<file path="src/rtl/muldiv_unit_pkg.sv">
// Shared control codes, step-mode type and helpers for the iterative multiply/divide unit.
// Control codes sit in the 5'b11xxx range, which the ALU control space does not use.
package muldiv_unit_pkg;

   localparam logic [4:0] MULT_CONTROL  = 5'b11000;
   localparam logic [4:0] MULTU_CONTROL = 5'b11001;
   localparam logic [4:0] DIV_CONTROL   = 5'b11010;
   localparam logic [4:0] DIVU_CONTROL  = 5'b11011;
   localparam logic [4:0] MTHI_CONTROL  = 5'b11100;
   localparam logic [4:0] MTLO_CONTROL  = 5'b11101;

   typedef enum logic {
      MODE_MUL = 1'b0,
      MODE_DIV = 1'b1
   } step_mode_t;

   function automatic logic is_muldiv(input logic [4:0] op);
      return (op == MULT_CONTROL) || (op == MULTU_CONTROL) ||
             (op == DIV_CONTROL)  || (op == DIVU_CONTROL);
   endfunction

   function automatic logic is_signed_op(input logic [4:0] op);
      return (op == MULT_CONTROL) || (op == DIV_CONTROL);
   endfunction

   // 0x80000000 negates to itself, which is the correct unsigned magnitude.
   function automatic logic [31:0] mag32(input logic [31:0] v, input logic sgn);
      return (sgn && v[31]) ? -v : v;
   endfunction

endpackage

</file>
<file path="src/rtl/muldiv_unit_step.sv">
// One combinational iteration: shift-add multiply or restoring divide on the 64-bit acc.
// Mult: acc = {partial, multiplier}; div: acc = {remainder, dividend/quotient}.
module muldiv_step
   import muldiv_unit_pkg::*;
(
   input  logic [63:0] acc,
   input  logic [31:0] opnd,
   input  step_mode_t  mode,
   output logic [63:0] acc_nxt
);

   logic [32:0] sum;
   logic [32:0] rem;
   logic [31:0] diff;

   always_comb begin
      sum  = {1'b0, acc[63:32]} + {1'b0, opnd};
      rem  = acc[63:31];
      // Only used when rem >= opnd, so the difference always fits in 32 bits.
      diff = rem[31:0] - opnd;
      acc_nxt = {1'b0, acc[63:1]};
      if (mode == MODE_DIV) begin
         if (rem >= {1'b0, opnd})
            acc_nxt = {diff, acc[30:0], 1'b1};
         else
            acc_nxt = {rem[31:0], acc[30:0], 1'b0};
      end else if (acc[0]) begin
         acc_nxt = {sum, acc[31:1]};
      end
   end

endmodule

</file>
<file path="src/rtl/muldiv_unit.sv">
// Iterative MULT/MULTU/DIV/DIVU sequencer with HI/LO registers; 33 stalled cycles per op.
// Stall is combinational so EX is held in the same cycle the op is presented.
module muldiv_unit
   import muldiv_unit_pkg::*;
(
   input  logic        clk,
   input  logic        rst,
   input  logic        start,
   input  logic [4:0]  op,
   input  logic [31:0] a,
   input  logic [31:0] b,
   input  logic        flush,
   output logic        stall,
   output logic        done,
   output logic [31:0] hi_o,
   output logic [31:0] lo_o
);

   typedef enum logic [1:0] {
      IDLE = 2'd0,
      CALC = 2'd1,
      DONE = 2'd2
   } state_t;

   state_t      state, state_nxt;
   logic [4:0]  cnt;
   logic [63:0] acc, acc_nxt;
   logic [31:0] opnd;
   logic [31:0] a_raw;
   step_mode_t  mode;
   logic        neg_q, neg_r, div0;
   logic [31:0] hi, lo;
   logic [31:0] res_hi, res_lo;
   logic [63:0] prod;
   logic        accept;

   muldiv_step u_step (
      .acc     (acc),
      .opnd    (opnd),
      .mode    (mode),
      .acc_nxt (acc_nxt)
   );

   assign accept = start && !flush && is_muldiv(op);

   always_comb begin
      state_nxt = state;
      stall     = 1'b0;
      done      = 1'b0;
      case (state)
         IDLE: begin
            if (accept) begin
               state_nxt = CALC;
               stall     = 1'b1;
            end
         end
         CALC: begin
            stall = 1'b1;
            if (flush)
               state_nxt = IDLE;
            else if (cnt == 5'd31)
               state_nxt = DONE;
         end
         DONE: begin
            state_nxt = IDLE;
            done      = !flush;
         end
         default: state_nxt = IDLE;
      endcase
   end

   always_comb begin
      prod   = neg_q ? -acc : acc;
      res_hi = prod[63:32];
      res_lo = prod[31:0];
      if (mode == MODE_DIV) begin
         if (div0) begin
            res_hi = a_raw;
            res_lo = 32'hFFFF_FFFF;
         end else begin
            res_hi = neg_r ? -acc[63:32] : acc[63:32];
            res_lo = neg_q ? -acc[31:0]  : acc[31:0];
         end
      end
   end

   always_ff @(posedge clk or posedge rst) begin
      if (rst) begin
         state <= IDLE;
         cnt   <= '0;
         acc   <= '0;
         opnd  <= '0;
         a_raw <= '0;
         mode  <= MODE_MUL;
         neg_q <= 1'b0;
         neg_r <= 1'b0;
         div0  <= 1'b0;
         hi    <= '0;
         lo    <= '0;
      end else begin
         state <= state_nxt;
         case (state)
            IDLE: begin
               if (accept) begin
                  logic sgn;
                  logic is_div;
                  sgn    = is_signed_op(op);
                  is_div = (op == DIV_CONTROL) || (op == DIVU_CONTROL);
                  cnt    <= '0;
                  mode   <= is_div ? MODE_DIV : MODE_MUL;
                  neg_q  <= sgn && (a[31] ^ b[31]);
                  neg_r  <= sgn && a[31];
                  div0   <= (b == 32'd0);
                  a_raw  <= a;
                  // Multiplier (mult) or dividend (div) enters the low half of acc.
                  opnd   <= is_div ? mag32(b, sgn) : mag32(a, sgn);
                  acc    <= {32'd0, is_div ? mag32(a, sgn) : mag32(b, sgn)};
               end else if (start && !flush && op == MTHI_CONTROL) begin
                  hi <= a;
               end else if (start && !flush && op == MTLO_CONTROL) begin
                  lo <= a;
               end
            end
            CALC: begin
               acc <= acc_nxt;
               cnt <= cnt + 5'd1;
            end
            DONE: begin
               if (!flush) begin
                  hi <= res_hi;
                  lo <= res_lo;
               end
            end
            default: ;
         endcase
      end
   end

   assign hi_o = hi;
   assign lo_o = lo;

endmodule

</file>
<file path="config.mk">
export PLATFORM = sky130hd
export DESIGN_NAME = muldiv_unit
export DESIGN_NICKNAME = d
export VERILOG_FILES = /design/src/rtl/muldiv_unit_pkg.sv /design/src/rtl/muldiv_unit_step.sv /design/src/rtl/muldiv_unit.sv
export SDC_FILE = /design/constraint.sdc
export NUM_CORES = 1
export LEC_CHECK = 0
export ABC_CLOCK_PERIOD_IN_PS = 8200
export CORE_MARGIN = 5
export CORE_UTILIZATION = 61
export CTS_CLUSTER_DIAMETER = 100
export DETAILED_ROUTE_END_ITERATION = 10
export HOLD_SLACK_MARGIN = 0.05
export PLACE_DENSITY_LB_ADDON = 0.15
export SYNTH_ARGS = -nofsm -noshare
export SYNTH_HDL_FRONTEND = slang
export SYNTH_SLANG_ARGS = --single-unit
</file>
<file path="constraint.sdc">
create_clock -name clk -period 8.2 [get_ports clk]
set_input_delay 2.05 -clock clk [delete_from_list [all_inputs] [get_ports clk]]
set_output_delay 2.05 -clock clk [all_outputs]
set_load 0.1 [all_outputs]
</file>
==> key figures <==
Run status
  – Outcome: completed

Power
  – Leakage: 8.20 nW
  – Pwr Density: around 350 nW/um2
  – Maximum VDD drop: roughly 0.22 mV

STA
  – Maximum clock frequency: about 0.15 GHz
  – Hold_ws: approximately 0.48 ns
  – Final worst path period share: 0.823
  – Min Clock Period, post-route: between 6 and 7 ns
  – Max Slew Vio Count: 0
  – Setup violators final: 0
  – Setup TNS Final: 0 ns
  – Clk_skew: roughly 0.022 ns
  – Final Hold Viols: 0
  – Slew at the pin closest to its max-slew limit: approximately 1.3 ns
  – Unrepaired setup endpoints after global routing: false
  – Worst relative slew slack: 0.147

Layout
  – Filler cell count: ~2.4k
  – Nets: about 2.5k
  – Seq. cell area: about 5100 um2
  – Core Util, Final: 0.696
  – Commonest non-fill, non-tap cell in the layout: nand2_1
  – Multi-input combinational cell area: approximately 12000 um2
  – Fraction of layout instances using a drive strength above 1: 0.0497
  – P&R area growth vs syn: 12.5%
  – Most frequent cells in the layout: nand2_1 (304), o21ai_0 (220), dfrtp_1 (201)

Logic synthesis
  – Flops & latches, synth: roughly 200
  – Syn Area/Cell: 7.70 um2
  – Seq/Total Area, Yosys: 0.286
  – Most used DFF post-synth: dfrtp_1
  – Post-synth EDFFs: 0
  – Post-Synthesis Cells: around 2.3k
  – Mapped Area: roughly 18000 um2
  – Count of cell types in the netlist: between 80 and 90
  – Net count after synthesis: 2454
  – Ys Warns: 0
  – Asr flop ratio synth: 1.00

Clock tree
  – CTS sink cnt: a little over 200
  – Worst-Skew Late Latency: between 0.5 and 0.6 ns
  – CTS Buffer Depth: 3
  – CTS root buf: clkbuf_16
  – Hold_buf cts: 0
  – Reg clk slew, reported paths: around 0.060 ns
  – TritonCTS clock tree: done
  – Setup Buffers After CTS: 0
  – Post-cts sizing count: 0
  – H-tree levels: 1
  – CTS Buf Count: 25

Routing
  – Vias/cell: 7.03
  – Drt total wl: 68500 um
  – DR vias: between 15k and 20k
  – DRC: 0
  – WL/cell: ~25 um
  – Drt first pass iters: 6
  – DRT iter0 DRCs: 2559
  – Post-DRT Antenna Nets: 0

Die
  – CORE AREA: 28700 um2
  – Ports: 139
  – Die height: ~180 um
  – Die width: around 180 um
  – Overall die area: approximately 33000 um2
  – Rows: 62
  – Initial core utilization: 0.619

Setup path
  – Worst-path maximum fanout: 14
  – Setup crit start: op[3]
  – Worst r2r src: acc[42]
  – Crit path capture type: output port
  – Worst endpoint required time: around 6 ns
  – Arrival time worst endpoint: 4.70 ns
  – Crit Path Class: in -> out
  – Worst Setup Start Kind: input port

Hold path
  – Worst min-delay path class: reg -> reg
  – Worst hold start: a_raw[9]

Placement
  – Input/output buffers: 138
  – DP Wirelength: between 40000 and 50000 um
  – Placer Congestion: 0.990

Job
  – Max Cap Violations: 0

Global routing
  – GRT Overall Usage: 0.402
  – Largest net degree at the start of global routing: between 100 and 150
  – Vias in the first global route: about 18k
  – Initial antenna violation count: 5
  – First-pass GRT wire length: about 100000 um
  – GR Overflow Total: 0
-- final cells by class --
class | count | area share
Tap cell | 384 | 0.0240
Multi-Input combinational cell | 1845 | 0.586
Timing Repair Buffer | 169 | 0.0809
Sequential cell | 203 | 0.254
Inverter | 72 | 0.0139
Clock inverter | 14 | 0.00676
Antenna cell | 1 | 0.000125
Clock buffer | 31 | 0.0339
-- sequential cells by signal, summed over array words and instances, names as in the netlist --
register  flops
acc          64
a_raw        32
hi_o         32
lo_o         32
opnd         32
cnt           5
state         2
div0          1
mode          1
neg_q         1
neg_r         1
-- cell families after synthesis --
kind of cell | after synthesis | share of synthesized area
XOR/XNOR | 168 | 0.0828
flip-flops | 203 | 0.286
AO/OA/AOI/OAI | 797 | 0.289
buffers and inverters | 261 | 0.0572
multiplexers | 68 | 0.0388
AND/OR/NAND/NOR | 740 | 0.195
adder cells (fa/ha/maj) | 72 | 0.0515
-- synthesized netlist by cell type (all sizes together) (8+ instances only) --
| library cell | n | area, um2 |
|---|---|---|
| a211oi | 62 | 465 |
| a21o | 30 | 225 |
| a21oi | 171 | 856 |
| a221oi | 11 | 96.3 |
| a31oi | 30 | 188 |
| a32o | 8 | 80.1 |
| and3 | 16 | 100 |
| and4 | 9 | 78.8 |
| buf | 23 | 118 |
| clkbuf | 166 | 629 |
| dfrtp | 203 | 5080 |
| ha | 70 | 876 |
| inv | 71 | 267 |
| mux2i | 61 | 611 |
| nand2 | 305 | 1140 |
| nand2b | 21 | 131 |
| nand3 | 66 | 330 |
| nand4 | 20 | 125 |
| nor2 | 151 | 567 |
| nor2b | 11 | 68.8 |
| nor3 | 47 | 235 |
| nor4 | 19 | 119 |
| o211ai | 50 | 375 |
| o21a | 19 | 143 |
| o21ai | 225 | 1130 |
| o21bai | 12 | 90.1 |
| o22ai | 36 | 225 |
| o31ai | 35 | 263 |
| o41ai | 20 | 194 |
| or3 | 25 | 161 |
| or4 | 16 | 131 |
| xnor2 | 102 | 893 |
| xor2 | 66 | 578 |
-- worst paths after layout --
check	end	slack (ns)	cells after the start
max	done	1.45	7
min	a_raw[9]	0.48	2
max reg2reg	acc[53]	3.28	9
min reg2reg	a_raw[9]	0.48	2
max in group asynchronous	mode	4.68	3
min in group asynchronous	hi_o[29]	2.04	2
-- critical path, cell delays in order --
cell and delay, ns:
clkdlybuf4s50_1 0.48, nand2_1 0.13, nor4_1 0.50, o21a_1 0.24, nand2_1 0.45, inv_1 0.60
buf_12 0.24
-- power breakdown --
group / leakage, nW / internal [mW] / switching, mW
Combinational: 5.24 / 1.46 / 2.56
Clock: 0.398 / 0.650 / 0.468
Sequential: 2.56 / 1.26 / 0.510
Total: 8.20 / 3.38 / 3.54
-- through the flow --
step | area, um2 | instances | total power, mW | worst slack, ns
floorplan | 17800 | 2309 | 4.56 | 0.611
global placement | 19200 | 2673 | 5.57 | 1.65
detailed placement | 19200 | 2673 | 5.66 | 1.63
CTS | 20000 | 2718 | 6.79 | 1.62
global route | 20000 | 2718 | 7.29 | 1.43
finish | 20000 | 2719 | 6.92 | 1.45
-- layer usage --
metal | part of all wire | routed length, um | track usage
met1 | 0.38 | 25900 | 0.524
met2 | 0.44 | 29900 | 0.616
met3 | 0.12 | 8490 | 0.117
met4 | 0.059 | 4070 | 0.193
met5 | 0.00076 | 52 | 0
No activity file was read; power rests on OpenSTA's default activity.
